<file path="config.mk">
export PLATFORM = sky130hd
export DESIGN_NAME = lcd_char_driver
export DESIGN_NICKNAME = d
export VERILOG_FILES = /design/src/rtl/lcd_char_driver_pkg.sv /design/src/rtl/lcd_char_driver_nibble_tx.sv /design/src/rtl/lcd_char_driver.sv
export SDC_FILE = /design/constraint.sdc
export NUM_CORES = 1
export LEC_CHECK = 0
export ABC_AREA = 0
export BUFFER_PORTS_ARGS = -buffer_cell sky130_fd_sc_hd__buf_4
export CORE_MARGIN = 5
export CORE_UTILIZATION = 55
export DETAILED_ROUTE_END_ITERATION = 12
export PLACE_DENSITY = 0.72
export SETUP_SLACK_MARGIN = 0.1
export SKIP_CTS_REPAIR_TIMING = 1
export SLEW_MARGIN = 20
export SYNTH_ARGS = -nofsm -noshare
export SYNTH_HDL_FRONTEND = slang
export SYNTH_SLANG_ARGS = --single-unit
</file>
<file path="constraint.sdc">
create_clock -name clk -period 5.05 [get_ports clk]
set_clock_uncertainty 0.05 [all_clocks]
set_input_delay 0.2525 -clock clk [delete_from_list [all_inputs] [get_ports clk]]
set_output_delay 0.2525 -clock clk [all_outputs]
set_load 0.005 [all_outputs]
</file>
<file path="src/rtl/lcd_char_driver_pkg.sv">
// Shared LCD command codes, default 50 MHz timings and FSM types
// for the HD44780 character driver.
package lcd_char_driver_pkg;

    localparam int CNT_W = 20;

    localparam logic [7:0] FUNC_SET_4B = 8'h28;
    localparam logic [7:0] ENTRY_INC   = 8'h06;
    localparam logic [7:0] DISP_ON     = 8'h0C;
    localparam logic [7:0] CLEAR       = 8'h01;
    localparam logic [7:0] SET_DDRAM   = 8'h80;

    localparam int unsigned DEF_T_POWERUP = 750000;
    localparam int unsigned DEF_T_INIT1   = 205000;
    localparam int unsigned DEF_T_INIT2   = 5000;
    localparam int unsigned DEF_T_CMD     = 2000;
    localparam int unsigned DEF_T_CLEAR   = 82000;
    localparam int unsigned DEF_T_SETUP   = 2;
    localparam int unsigned DEF_T_EPULSE  = 12;
    localparam int unsigned DEF_T_HOLD    = 1;
    localparam int unsigned DEF_T_NIBGAP  = 50;

    typedef enum logic [3:0] {
        PWR_WAIT,
        INIT_A,
        INIT_B,
        INIT_C,
        INIT_D,
        CFG,
        IDLE,
        SET_ADDR,
        WR_CHAR
    } state_t;

    typedef enum logic [1:0] {
        S_START,
        S_WAIT_NIB,
        S_GAP,
        S_DELAY
    } step_t;

    typedef enum logic [1:0] {
        N_IDLE,
        N_SETUP,
        N_PULSE,
        N_HOLD
    } nstate_t;

    // Delay counters count down to zero, so a wait of t cycles loads t-1.
    function automatic logic [CNT_W-1:0] ld(input int unsigned t);
        return CNT_W'(t - 1);
    endfunction

    function automatic logic [7:0] cfg_byte(input logic [1:0] i);
        logic [7:0] b;
        b = FUNC_SET_4B;
        unique case (i)
            2'd0: b = FUNC_SET_4B;
            2'd1: b = ENTRY_INC;
            2'd2: b = DISP_ON;
            2'd3: b = CLEAR;
            default: b = FUNC_SET_4B;
        endcase
        return b;
    endfunction

endpackage

</file>
<file path="src/rtl/lcd_char_driver_nibble_tx.sv">
// Single nibble strobe: setup, enable pulse, hold,
// then a one-cycle done.
module lcd_nibble_tx
    import lcd_char_driver_pkg::*;
#(
    parameter int unsigned T_SETUP  = DEF_T_SETUP,
    parameter int unsigned T_EPULSE = DEF_T_EPULSE,
    parameter int unsigned T_HOLD   = DEF_T_HOLD
) (
    input  logic       clk,
    input  logic       rst,
    input  logic       start,
    input  logic [3:0] nib,
    input  logic       rs,
    output logic       lcd_e,
    output logic [3:0] lcd_d,
    output logic       lcd_rs,
    output logic       done
);

    nstate_t          st;
    logic [CNT_W-1:0] cnt;

    // lcd_d/lcd_rs only change on start, so they stay put through hold.
    always_ff @(posedge clk or posedge rst) begin
        if (rst) begin
            st     <= N_IDLE;
            cnt    <= '0;
            lcd_e  <= 1'b0;
            lcd_d  <= 4'h0;
            lcd_rs <= 1'b0;
            done   <= 1'b0;
        end else begin
            done <= 1'b0;
            unique case (st)
                N_IDLE: begin
                    if (start) begin
                        lcd_d  <= nib;
                        lcd_rs <= rs;
                        cnt    <= ld(T_SETUP);
                        st     <= N_SETUP;
                    end
                end
                N_SETUP: begin
                    if (cnt == '0) begin
                        lcd_e <= 1'b1;
                        cnt   <= ld(T_EPULSE);
                        st    <= N_PULSE;
                    end else begin
                        cnt <= cnt - 1'b1;
                    end
                end
                N_PULSE: begin
                    if (cnt == '0) begin
                        lcd_e <= 1'b0;
                        cnt   <= ld(T_HOLD);
                        st    <= N_HOLD;
                    end else begin
                        cnt <= cnt - 1'b1;
                    end
                end
                N_HOLD: begin
                    if (cnt == '0) begin
                        done <= 1'b1;
                        st   <= N_IDLE;
                    end else begin
                        cnt <= cnt - 1'b1;
                    end
                end
                default: st <= N_IDLE;
            endcase
        end
    end

endmodule

</file>
<file path="src/rtl/lcd_char_driver.sv">
// HD44780 4-bit driver: power-on init, then rewrites one DDRAM
// cell whenever the input character changes.
module lcd_char_driver
    import lcd_char_driver_pkg::*;
#(
    parameter logic [6:0]  POS       = 7'h00,
    parameter int unsigned T_POWERUP = DEF_T_POWERUP,
    parameter int unsigned T_INIT1   = DEF_T_INIT1,
    parameter int unsigned T_INIT2   = DEF_T_INIT2,
    parameter int unsigned T_CMD     = DEF_T_CMD,
    parameter int unsigned T_CLEAR   = DEF_T_CLEAR,
    parameter int unsigned T_SETUP   = DEF_T_SETUP,
    parameter int unsigned T_EPULSE  = DEF_T_EPULSE,
    parameter int unsigned T_HOLD    = DEF_T_HOLD,
    parameter int unsigned T_NIBGAP  = DEF_T_NIBGAP
) (
    input  logic       clk,
    input  logic       rst,
    input  logic [7:0] data,
    output logic       ready,
    output logic       lcd_e,
    output logic       lcd_rs,
    output logic       lcd_rw,
    output logic [3:0] lcd_d,
    output logic       sf_ce0
);

    state_t           state;
    state_t           next_state;
    step_t            step;
    logic             lo;
    logic [CNT_W-1:0] cnt;
    logic [CNT_W-1:0] wait_ld;
    logic [1:0]       cfg_idx;
    logic [7:0]       shadow;
    logic [7:0]       last;
    logic             valid_last;
    logic             nib_start;
    logic [3:0]       nib_val;
    logic             nib_rs;
    logic             nib_done;
    logic [7:0]       cur_byte;
    logic             cur_rs;
    logic             nib_only;
    logic [3:0]       nib_code;

    assign lcd_rw = 1'b0;
    assign sf_ce0 = 1'b1;

    lcd_nibble_tx #(
        .T_SETUP (T_SETUP),
        .T_EPULSE(T_EPULSE),
        .T_HOLD  (T_HOLD)
    ) u_tx (
        .clk   (clk),
        .rst   (rst),
        .start (nib_start),
        .nib   (nib_val),
        .rs    (nib_rs),
        .lcd_e (lcd_e),
        .lcd_d (lcd_d),
        .lcd_rs(lcd_rs),
        .done  (nib_done)
    );

    always_comb begin
        cur_byte   = 8'h00;
        cur_rs     = 1'b0;
        nib_only   = 1'b0;
        nib_code   = 4'h3;
        wait_ld    = ld(T_CMD);
        next_state = state;
        unique case (state)
            PWR_WAIT: begin
                wait_ld    = ld(T_POWERUP);
                next_state = INIT_A;
            end
            INIT_A: begin
                nib_only   = 1'b1;
                wait_ld    = ld(T_INIT1);
                next_state = INIT_B;
            end
            INIT_B: begin
                nib_only   = 1'b1;
                wait_ld    = ld(T_INIT2);
                next_state = INIT_C;
            end
            INIT_C: begin
                nib_only   = 1'b1;
                next_state = INIT_D;
            end
            INIT_D: begin
                nib_only   = 1'b1;
                nib_code   = 4'h2;
                next_state = CFG;
            end
            CFG: begin
                cur_byte   = cfg_byte(cfg_idx);
                if (cur_byte == CLEAR)
                    wait_ld = ld(T_CLEAR);
                if (cfg_idx == 2'd3)
                    next_state = IDLE;
            end
            SET_ADDR: begin
                cur_byte   = SET_DDRAM | {1'b0, POS};
                next_state = WR_CHAR;
            end
            WR_CHAR: begin
                cur_byte   = shadow;
                cur_rs     = 1'b1;
                next_state = IDLE;
            end
            default: ;
        endcase
    end

    always_ff @(posedge clk or posedge rst) begin
        if (rst) begin
            state      <= PWR_WAIT;
            step       <= S_START;
            lo         <= 1'b0;
            cnt        <= '0;
            cfg_idx    <= 2'd0;
            shadow     <= 8'h00;
            last       <= 8'h00;
            valid_last <= 1'b0;
            ready      <= 1'b0;
            nib_start  <= 1'b0;
            nib_val    <= 4'h0;
            nib_rs     <= 1'b0;
        end else begin
            nib_start <= 1'b0;
            if (state == IDLE) begin
                if (!valid_last || data != last) begin
                    shadow <= data;
                    ready  <= 1'b0;
                    state  <= SET_ADDR;
                    step   <= S_START;
                    lo     <= 1'b0;
                end
            end else begin
                unique case (step)
                    S_START: begin
                        if (state == PWR_WAIT) begin
                            cnt  <= wait_ld;
                            step <= S_DELAY;
                        end else begin
                            nib_start <= 1'b1;
                            nib_rs    <= cur_rs;
                            step      <= S_WAIT_NIB;
                            if (nib_only)
                                nib_val <= nib_code;
                            else if (lo)
                                nib_val <= cur_byte[3:0];
                            else
                                nib_val <= cur_byte[7:4];
                        end
                    end
                    S_WAIT_NIB: begin
                        if (nib_done) begin
                            if (!nib_only && !lo) begin
                                lo   <= 1'b1;
                                cnt  <= ld(T_NIBGAP);
                                step <= S_GAP;
                            end else begin
                                cnt  <= wait_ld;
                                step <= S_DELAY;
                            end
                        end
                    end
                    S_GAP: begin
                        if (cnt == '0)
                            step <= S_START;
                        else
                            cnt <= cnt - 1'b1;
                    end
                    S_DELAY: begin
                        if (cnt == '0) begin
                            step  <= S_START;
                            lo    <= 1'b0;
                            state <= next_state;
                            if (state == CFG)
                                cfg_idx <= cfg_idx + 2'd1;
                            if (state == WR_CHAR) begin
                                last       <= shadow;
                                valid_last <= 1'b1;
                            end
                            if (next_state == IDLE)
                                ready <= 1'b1;
                        end else begin
                            cnt <= cnt - 1'b1;
                        end
                    end
                    default: step <= S_START;
                endcase
            end
        end
    end

endmodule
</file>
Word level (Yosys, flattened, before mapping)
Cells that the tools add are included.

Input bits: 10. Word-level logic and storage cells: 143. Register bits after elaboration: 82.

Reduce and logical (&&, ||, !) cells: 31. Bitwise gates (word level): 2. Multiplexer cells: 56. Eq/ne operators: 33. $add $sub $neg: 3.

Operator list (number): $mux W20 (8); $pmux W20 S4 (2); $pmux W20 S3 (1); $logic_not A20 Y1 (2); $sub A20 B1 Y20 const B (2); $pmux W4 S8 (1); $pmux W8 S4 (1); $mux W4 (7); $pmux W8 S3 (1); $eq A4 B3 Y1 const B (5); $mux W1 (20); $reduce_and A4 Y1 (5); $mux W2 (9); $mux W17 (1); $eq A2 B2 Y1 const B (6); $reduce_and A3 Y1 (4); $ne A2 B1 Y1 const B (5); $eq A4 B2 Y1 const B (2); $eq A8 B1 Y1 const B (1); $mux W8 (1); $ne A2 B2 Y1 const B (4); $ne A8 B8 Y1 (1); $pmux W2 S4 (1); $reduce_bool A2 Y1 (4); 20 further kinds (31).

Depth between registers and ports, before layout
Gate-level depths: netlist of run 1.

Depth after elaboration: 9. Mapped depth: 9. Gate-level depth less buffers: 7.

Hierarchy
Synthesis of run 1 repeated with hierarchy kept, for this count alone.

Cell total of the unflattened synthesis: 514. Area total of the unflattened synthesis: 4992.3 um^2.

By module, submodules not included: lcd_char_driver (area each 3281.9 um^2, instances 1, cells each 345, seq. area each 1326.3 um^2); lcd_nibble_tx (area each 1710.4 um^2, instances 1, cells each 169, seq. area each 725.7 um^2).

Worst setup path before layout of run 1
Ideal clock, no wire load.

Path kind: reg2reg. Start: reg u_tx.cnt[2]. End: reg u_tx.st[1]. Path slack: 2729 ps. Period minus slack after synthesis: 2321 ps. Library setup time: 125 ps. Data arrival time: 2147 ps. Stages on the path, launching flop included: 6. Required time: 4875 ps. Cells stage by stage: dfrtp_1 -> or4_4 -> nor4_4 -> and2_2 -> o21a_1 -> mux2_2.

Cells in the longest elaborated chain, start to end: 3. Elaborated cells on any way between the ends: 5.

Ends and longest elaborated chain: start, declared (RTL line lcd_char_driver_nibble_tx.sv:22) `logic [CNT_W-1:0] cnt;`; start signal, assigned (RTL line lcd_char_driver_nibble_tx.sv:40) `cnt <= ld(T_SETUP);`; start signal, assigned (RTL line lcd_char_driver_nibble_tx.sv:47) `cnt <= ld(T_EPULSE);`; start signal, assigned (RTL line lcd_char_driver_nibble_tx.sv:50) `cnt <= cnt - 1'b1;`; $logic_not A20 Y1 (*) (RTL line lcd_char_driver_nibble_tx.sv:45, lcd_char_driver_nibble_tx.sv:54, lcd_char_driver_nibble_tx.sv:63); $ne A2 B1 Y1 (no line); $reduce_and A4 Y1 (no line) (*); end signal, assigned (RTL line lcd_char_driver_nibble_tx.sv:48) `st <= N_PULSE;`; end signal, assigned (RTL line lcd_char_driver_nibble_tx.sv:57) `st <= N_HOLD;`; end signal, assigned (RTL line lcd_char_driver_nibble_tx.sv:65) `st <= N_IDLE;`; end, declared (RTL line lcd_char_driver_nibble_tx.sv:21) `nstate_t st;`.

Mark *: on every way between the ends. The rest lies on a longest branch, timed or not. A chain may end at the register's enable or synchronous reset.

Worst setup path in the final report of run 1
Start: reg step[1]. End: reg cnt[0].

Cells in the longest elaborated chain, start to end: 4. Elaborated cells on any way between the ends: 10.

Ends and longest elaborated chain: start, declared (RTL line lcd_char_driver.sv:30) `step_t step;`; start signal, assigned (RTL line lcd_char_driver.sv:120) `step <= S_START;`; start signal, assigned (RTL line lcd_char_driver.sv:138) `step <= S_START;`; start signal, assigned (RTL line lcd_char_driver.sv:146) `step <= S_DELAY;`; $eq A2 B2 Y1 (RTL line lcd_char_driver.sv:142) `unique case (step)`; $reduce_or A2 Y1 (no line); $ne A2 B2 Y1 (no line); $reduce_and A4 Y1 (no line); end signal, assigned (RTL line lcd_char_driver.sv:145) `cnt <= wait_ld;`; end signal, assigned (RTL line lcd_char_driver.sv:163) `cnt <= ld(T_NIBGAP);`; end signal, assigned (RTL line lcd_char_driver.sv:166) `cnt <= wait_ld;`; end, declared (RTL line lcd_char_driver.sv:32) `logic [CNT_W-1:0] cnt;`.

Several ways; a longest one is shown, not always the timed one.

==> results of run 1 <==
## power breakdown
part,internal (mW),total [mW],switching [mW]
combinational,0.00761,0.0241,0.0165
sequential,0.656,0.656,0
clock,0.246,0.504,0.258
## through the flow
| stage | cell area [um^2] | instances | utilization (%) | power, mW | setup WS, ns |
|---|---|---|---|---|---|
| finish | 5251 | 620 | 60.51 | 1.184 | 2.230 |
| global route | 5251 | 620 | 60.51 | 1.233 | 1.992 |
| CTS | 5248 | 620 | 60.47 | 1.192 | 2.268 |
| detailed placement | 5044 | 604 | 58.12 | 0.6939 | 2.288 |
| global placement | 5044 | 604 | 58.12 | 0.6933 | 2.345 |
| floorplan | 4896 | 507 | - | 0.6834 | 2.639 |
## registers in the layout, summed over array words and instances, names as in the netlist
signal,flops
shadow,8
u_tx.lcd_e,1
step,2
nib_val,4
nib_start,1
lo,1
cfg_idx,2
u_tx.lcd_d,4
last,8
nib_rs,1
u_tx.st,2
u_tx.done,1
u_tx.lcd_rs,1
ready,1
u_tx.cnt,20
cnt,20
state,4
valid_last,1
## path summary, 6_finish.rpt
check / startpoint / end / cells after the start
min in group clk: data[0] / shadow[0] / 2
worst min-delay path: rst / cnt[13] / 3
max in group asynchronous: rst / shadow[1] / 3
worst max-delay path: step[1] / cnt[0] / 6
worst min register to register: valid_last / valid_last / 1
worst max register to register: step[1] / cnt[0] / 6
## per-layer routing
metal  part of all wire [%]  wire, um  vias to the layer above
li1                       -         -                     1873
met1                     47      5102                     1882
met2                     45      4920                      137
met3                    6.6       726                       19
met4                    1.6       178                        0
met5                      0         0                        -
## tightest hold or removal path, delay by kind of cell
| kind | cells | cell delay [ns] |
|---|---|---|
| buf+inv | 3 | 0.71 |
## cells in the mapped netlist, types with 12 or more instances
| cell | number |
|---|---|
| sky130_fd_sc_hd__nand3_1 | 21 |
| sky130_fd_sc_hd__dfrtp_1 | 82 |
| sky130_fd_sc_hd__ha_1 | 14 |
| sky130_fd_sc_hd__nor2_1 | 36 |
| sky130_fd_sc_hd__a21oi_1 | 25 |
| sky130_fd_sc_hd__a31oi_1 | 12 |
| sky130_fd_sc_hd__inv_1 | 21 |
| sky130_fd_sc_hd__nand2_1 | 27 |
| sky130_fd_sc_hd__xnor2_1 | 16 |
| sky130_fd_sc_hd__nor3_1 | 15 |
| sky130_fd_sc_hd__clkbuf_1 | 23 |
| sky130_fd_sc_hd__mux2_2 | 24 |
| sky130_fd_sc_hd__o21ai_0 | 27 |
| sky130_fd_sc_hd__o31ai_1 | 20 |
## layout make-up
class | instances | area (um^2) | share of cell area, %
flip-flops and latches | 82 | 2052 | 39.08
clock buffers | 11 | 141.4 | 2.692
clock inverters | 5 | 62.56 | 1.191
inverters | 21 | 80.08 | 1.525
repair buffers | 20 | 153.9 | 2.931
well taps | 108 | 135.1 | 2.573
multi-input cells | 373 | 2626 | 50.01
## placed cells by master, fill, tap and decap left out, types with 3 or more instances in the layout
cell / synthesis / routed
sky130_fd_sc_hd__nor3_1: 15 / 15
sky130_fd_sc_hd__nand3b_1: 4 / 4
sky130_fd_sc_hd__nand2_1: 27 / 27
sky130_fd_sc_hd__xnor2_1: 16 / 16
sky130_fd_sc_hd__nor2_1: 36 / 36
sky130_fd_sc_hd__a31oi_1: 12 / 12
sky130_fd_sc_hd__or4_1: 7 / 7
sky130_fd_sc_hd__o211ai_1: 4 / 4
sky130_fd_sc_hd__nor4_4: 3 / 3
sky130_fd_sc_hd__or2_2: 3 / 3
sky130_fd_sc_hd__nor2b_1: 3 / 3
sky130_fd_sc_hd__dfrtp_1: 82 / 82
sky130_fd_sc_hd__nand2b_1: 7 / 7
sky130_fd_sc_hd__a221oi_1: 3 / 3
sky130_fd_sc_hd__and3_1: 3 / 3
sky130_fd_sc_hd__nor4b_1: 3 / 3
sky130_fd_sc_hd__mux2_2: 24 / 24
sky130_fd_sc_hd__clkbuf_8: 0 / 10
sky130_fd_sc_hd__ha_1: 14 / 14
sky130_fd_sc_hd__inv_1: 21 / 20
sky130_fd_sc_hd__a22o_1: 4 / 4
sky130_fd_sc_hd__nand4_1: 4 / 4
sky130_fd_sc_hd__a22oi_1: 4 / 4
sky130_fd_sc_hd__xor2_1: 7 / 7
sky130_fd_sc_hd__o31ai_1: 20 / 19
sky130_fd_sc_hd__nand3_1: 21 / 21
sky130_fd_sc_hd__o21ai_0: 27 / 27
sky130_fd_sc_hd__a211oi_1: 3 / 3
sky130_fd_sc_hd__or3_1: 6 / 6
sky130_fd_sc_hd__o21a_1: 4 / 4
sky130_fd_sc_hd__nor4_1: 9 / 9
sky130_fd_sc_hd__and4_1: 3 / 3
sky130_fd_sc_hd__a21oi_1: 25 / 25
sky130_fd_sc_hd__buf_4: 2 / 19
## cells by family after synthesis
kind of cell / count (synthesis) / synth area share (%)
AND/OR/NAND/NOR: 172 / 20.47
AO/OA/AOI/OAI: 137 / 19.50
flip-flops: 82 / 41.91
buffers and inverters: 52 / 4.549
multiplexers: 25 / 5.725
XOR/XNOR: 23 / 4.114
adder cells (fa/ha/maj): 14 / 3.578
other: 2 / 0.1534
==> results.md, run 1 <==
| Result | Reported |
|---|---|
| Result of the run | completed |
| Fraction of synthesis flops using an asynchronous set or reset pin | 100.0% |
| Setup tns final | 0 ns |
| Routed len/inst | 17.63 um |
| CP peak stage delay | 0.68 ns |
| Post-synth EDFFs | 0 |
| Register area share after synthesis | 41.91% |
| Critical path launch point type | flop |
| Crit path max fanout | 34 |
| WP data arrival | 3.01 ns |
| Maximum buffer depth of the clock tree | 2 |
| Iteration-0 DRC Markers | 377 |
| Cell family with the largest share of critical-path delay | simple AND/OR/NAND/NOR gates |
| Final-stage net count | 531 |
| Sink count of the clock tree | 82 |
| Largest net degree at the start of global routing | 83 |
| Worst hold-check slack | 0.03227 ns |
| Height of the chip | 104.4 um |
| Shortest period the worst path allows | 2.820 ns |
| Fmax achieved | 354.7 MHz |
| Number of optimization iterations in the first detailed-route pass | 5 |
| Worst R2R Setup Slack | 2.23 ns |
| List of cells traversed by the critical path | buf_4 > inv_1 > nor4b_1 > and3_1 > nor2_1 > mux2_2 |
| Mean instance size in the synthesized netlist | 9.657 um^2 |
| Initial antenna violation count | 0 |
| Most Used Layer, Global Route | met2 |
| Final-report setup violation count | 0 |
| Standard-cell rows | 34 |
| Period utilization | 55.83% |
| Met2 usage in global routing | 30.72% |
| Number of global-route vias before repair | 3763 |
| Placeable core area | 8678 um^2 |
| Area of the die | 10890 um^2 |
| Required time of the critical path | 5.25 ns |
| Share of Yosys cell area claimed by the top area cell type | 41.91% |
| Root cell of the clock tree | sky130_fd_sc_hd__clkbuf_8 |
| Worst Path Buf+Inv | 2 |
| Reg clk slew, reported paths | 0.10 ns |
| Post-Syn Area | 4896 um^2 |
| Yosys warns | 0 |
| Vias after detailed routing | 3911 |
| Yosys reg bits | 82 |
| GRT Util Overall | 20.74% |
| Post-Synthesis Net Count | 531 |
| Static leakage power | 2.224 nW |
| Total Wirelength | 10930 um |
| Area growth, synth to finish | 7.258% |
| RSZ-0062 raised after global routing | false |
| Min-Delay Path Class | in2async |
| Pwr Density | 225.6 nW/um^2 |
| Clock insertion delay at the later pin of the skew report | 0.36 ns |
| Met3 demand-to-capacity share in global routing | 4.469% |
| Number of ports placed on the die boundary | 19 |
| Maxcap violations | 0 |
| Crit path max-delay cell type | sky130_fd_sc_hd__and3_1 |
| Die span in x | 104.4 um |
| Number of hold violations in the final report | 0 |
| Cell taking the most area after synthesis | sky130_fd_sc_hd__dfrtp_1 |
| GRT Residual Overflow | 0 |
| Synth Instances | 507 |
| Port Buf Inserts | 16 |
| Max-Slew Margin vs Limit | 33.35% |
| Transition time of the tightest slew-check pin | 0.9913 ns |
| Antenna diodes | 0 |
| CTS Buf Count | 9 |
| Worst vdd ir | 0.1688 mV |
| CTS tree | yes |
| Final Slew Violations | 0 |
| Met1 GRT Util | 30.11% |
| Type of the setup path with the least slack | reg2reg |
| Post-detailed-route via-to-cell ratio | 6.308 |
| Yosys cell types | 76 |
| Drt drc | 0 |
| Most area-consuming cells after synthesis | sky130_fd_sc_hd__dfrtp_1 (42%), sky130_fd_sc_hd__mux2_2 (5.5%), sky130_fd_sc_hd__ha_1 (3.6%), sky130_fd_sc_hd__o31ai_1 (3.1%), sky130_fd_sc_hd__xnor2_1 (2.9%) |
| Wire length of the first global-routing pass | 18750 um |
| Estimated wirelength of the detail-placed design | 7613 um |
| Gp weighted congestion | 0.9271 |
| Effective utilization at floorplan | 56.42% |
| Most frequently used flop master after synthesis | sky130_fd_sc_hd__dfrtp_1 |
| Fraction of final layout cells with drive strength greater than 1 | 16.41% |
| CTS HTree Levels | 3 |
| Layout fillers | 745 |
| Kind of end point of the critical path | flop |
| Antenna-violating nets left | 0 |
Note: power is estimated with default switching activity, not from simulation.
==> run 2: changes to the inputs <==
--- a/config.mk
+++ b/config.mk
@@ -10,7 +10,7 @@
 export CORE_MARGIN = 5
 export CORE_UTILIZATION = 55
 export DETAILED_ROUTE_END_ITERATION = 12
-export PLACE_DENSITY = 0.72
+export PLACE_DENSITY = 0.75
 export SETUP_SLACK_MARGIN = 0.1
 export SKIP_CTS_REPAIR_TIMING = 1
 export SLEW_MARGIN = 20
==> constraint.sdc (replaced) <==
create_clock -name clk -period 2.4 [get_ports clk]
set_clock_uncertainty 0.05 [all_clocks]
set_input_delay 0.12 -clock clk [delete_from_list [all_inputs] [get_ports clk]]
set_output_delay 0.12 -clock clk [all_outputs]
set_load 0.005 [all_outputs]
==> results.md, run 2 (same netlist as run 1, synthesis figures left out) <==
| Result | Reported |
|---|---|
| Clock insertion delay at the later pin of the skew report | 0.36 ns |
| WP data arrival | 2.45 ns |
| Type of the setup path with the least slack | reg2reg |
| CTS HTree Levels | 3 |
| Final-report setup violation count | 0 |
| Maxcap violations | 0 |
| Wire length of the first global-routing pass | 19310 um |
| Layout fillers | 659 |
| Post-route cell area | 5734 um^2 |
| Estimated wirelength of the detail-placed design | 8182 um |
| Height of the chip | 104.4 um |
| Sink count of the clock tree | 82 |
| Met3 demand-to-capacity share in global routing | 3.476% |
| Placeable core area | 8678 um^2 |
| Met2 usage in global routing | 32.08% |
| Period utilization | 94.17% |
| Crit path max-delay cell type | sky130_fd_sc_hd__or4_4 |
| Crit path max fanout | 17 |
| Kind of end point of the critical path | flop |
| Worst Path Buf+Inv | 2 |
| Result of the run | completed |
| Worst vdd ir | 0.3479 mV |
| Required time of the critical path | 2.59 ns |
| Fmax achieved | 442.5 MHz |
| Die span in x | 104.4 um |
| Antenna-violating nets left | 0 |
| Fraction of final layout cells with drive strength greater than 1 | 24.24% |
| Most common cell after layout, fill and taps aside | sky130_fd_sc_hd__dfrtp_1 |
| Max-Slew Margin vs Limit | 43.97% |
| Most frequent cells in the layout | sky130_fd_sc_hd__dfrtp_1 (81), sky130_fd_sc_hd__buf_4 (58), sky130_fd_sc_hd__nor2_1 (34), sky130_fd_sc_hd__o21ai_0 (27), sky130_fd_sc_hd__nand2_1 (26) |
| Gp weighted congestion | 0.9394 |
| Iteration-0 DRC Markers | 379 |
| Antenna diodes | 0 |
| Cell family with the largest share of critical-path delay | simple AND/OR/NAND/NOR gates |
| Effective utilization at floorplan | 56.42% |
| Reg clk slew, reported paths | 0.08 ns |
| Area of the die | 10890 um^2 |
| Root cell of the clock tree | sky130_fd_sc_hd__clkbuf_8 |
| Min-Delay Path Class | in2async |
| Most Used Layer, Global Route | met2 |
| Cell Count Post-Placement | 637 |
| Static leakage power | 2.470 nW |
| Pwr Density | 432.5 nW/um^2 |
| Largest registers | cnt (20), u_tx.cnt (20) |
| List of cells traversed by the critical path | or4_4 > nor4_4 > buf_4 > a21oi_2 > o32ai_4 > buf_12 > a21oi_1 |
| Number of optimization iterations in the first detailed-route pass | 5 |
| Transition time of the tightest slew-check pin | 0.8405 ns |
| RSZ-0062 raised after global routing | true |
| Area growth, synth to finish | 17.12% |
| Largest net degree at the start of global routing | 51 |
| Total Wirelength | 11680 um |
| Final-stage net count | 580 |
| GRT Util Overall | 20.98% |
| Critical path launch point type | flop |
| Maximum buffer depth of the clock tree | 2 |
| Drt drc | 0 |
| Setup tns final | 0 ns |
| Reg2Reg Launch Point | u_tx.cnt[2] |
| Number of hold violations in the final report | 0 |
| Port Buf Inserts | 16 |
| Final Slew Violations | 0 |
| Post-detailed-route via-to-cell ratio | 6.277 |
| GRT Residual Overflow | 0 |
| Standard-cell rows | 34 |
| Number of ports placed on the die boundary | 19 |
| Met1 GRT Util | 30.13% |
| Number of global-route vias before repair | 3987 |
| CTS tree | yes |
| Cell area after placement | 5304 um^2 |
| CTS Buf Count | 9 |
| Shortest period the worst path allows | 2.260 ns |
| CP peak stage delay | 0.56 ns |
| Count of placed standard cells in the final layout, fillers left out | 669 |
| Routed len/inst | 17.46 um |
| Initial antenna violation count | 0 |
| Worst setup path startpoint | u_tx.cnt[2] |
| Post-layout util | 66.08% |
| Vias after detailed routing | 4199 |
-- run 2: cell types whose count changed in the layout (fill, tap and decap cells not counted), moves of 2 or more --
cell,previous run,this run
sky130_fd_sc_hd__buf_12,0,2
sky130_fd_sc_hd__nor2_2,0,2
sky130_fd_sc_hd__nor4_1,9,7
sky130_fd_sc_hd__buf_4,19,58
sky130_fd_sc_hd__nor2_1,36,34
sky130_fd_sc_hd__or4_1,7,5
sky130_fd_sc_hd__or4_4,1,3
sky130_fd_sc_hd__dlygate4sd3_1,0,9
-- run 2: final cells by class --
type                            instances  area [um^2]  share of cell area [%]
Inverter                               21        80.08                   1.396
Sequential cell                        82         2053                   35.81
Timing Repair Buffer                   69        565.5                   9.863
Clock buffer                           10        137.6                   2.400
Tap cell                              108        135.1                   2.357
Clock inverter                          6        63.81                   1.113
Multi-Input combinational cell        373         2699                   47.07
-- run 2: worst register-to-register path: stages, from the launching register on --
cell                      delay [ns]
sky130_fd_sc_hd__dfrtp_1        0.38
sky130_fd_sc_hd__or4_4          0.56
sky130_fd_sc_hd__nor4_4         0.37
sky130_fd_sc_hd__buf_4          0.18
sky130_fd_sc_hd__a21oi_2        0.06
sky130_fd_sc_hd__o32ai_4        0.30
sky130_fd_sc_hd__buf_12         0.19
sky130_fd_sc_hd__a21oi_1        0.05
-- run 2: per-layer routing --
layer,vias to the layer above,share of wire (%)
met5,-,0
met2,139,47
met4,0,1.9
met1,2052,46
li1,1980,-
met3,28,5.1
-- run 2: report_power, final --
group          internal [mW]  switching (mW)  leakage (nW)
Combinational         0.0273          0.0379          1.30
Sequential              1.38               0          1.07
Clock                  0.509           0.526        0.0987
Total                   1.92           0.564          2.47
-- run 2: through the flow --
step	worst slack, ns	hold WS, ns	power [mW]
floorplan	0.1078	0.2204	1.438
global placement	0.07505	0.2658	1.462
detailed placement	-0.02919	0.2672	1.463
CTS	-0.03280	-0.1174	2.491
global route	0.05551	0.4601	2.583
finish	0.1399	0.4058	2.480
-- run 2: path summary, 6_finish.rpt --
check	slack, ns	depth (start not counted)	end
setup / recovery	0.14	7	u_tx.cnt[5]
hold / removal	0.41	3	u_tx.cnt[11]
setup reg to reg	0.14	7	u_tx.cnt[5]
hold reg to reg	0.43	1	valid_last
max in group asynchronous	1.24	4	step[1]
min in group clk	0.43	1	valid_last
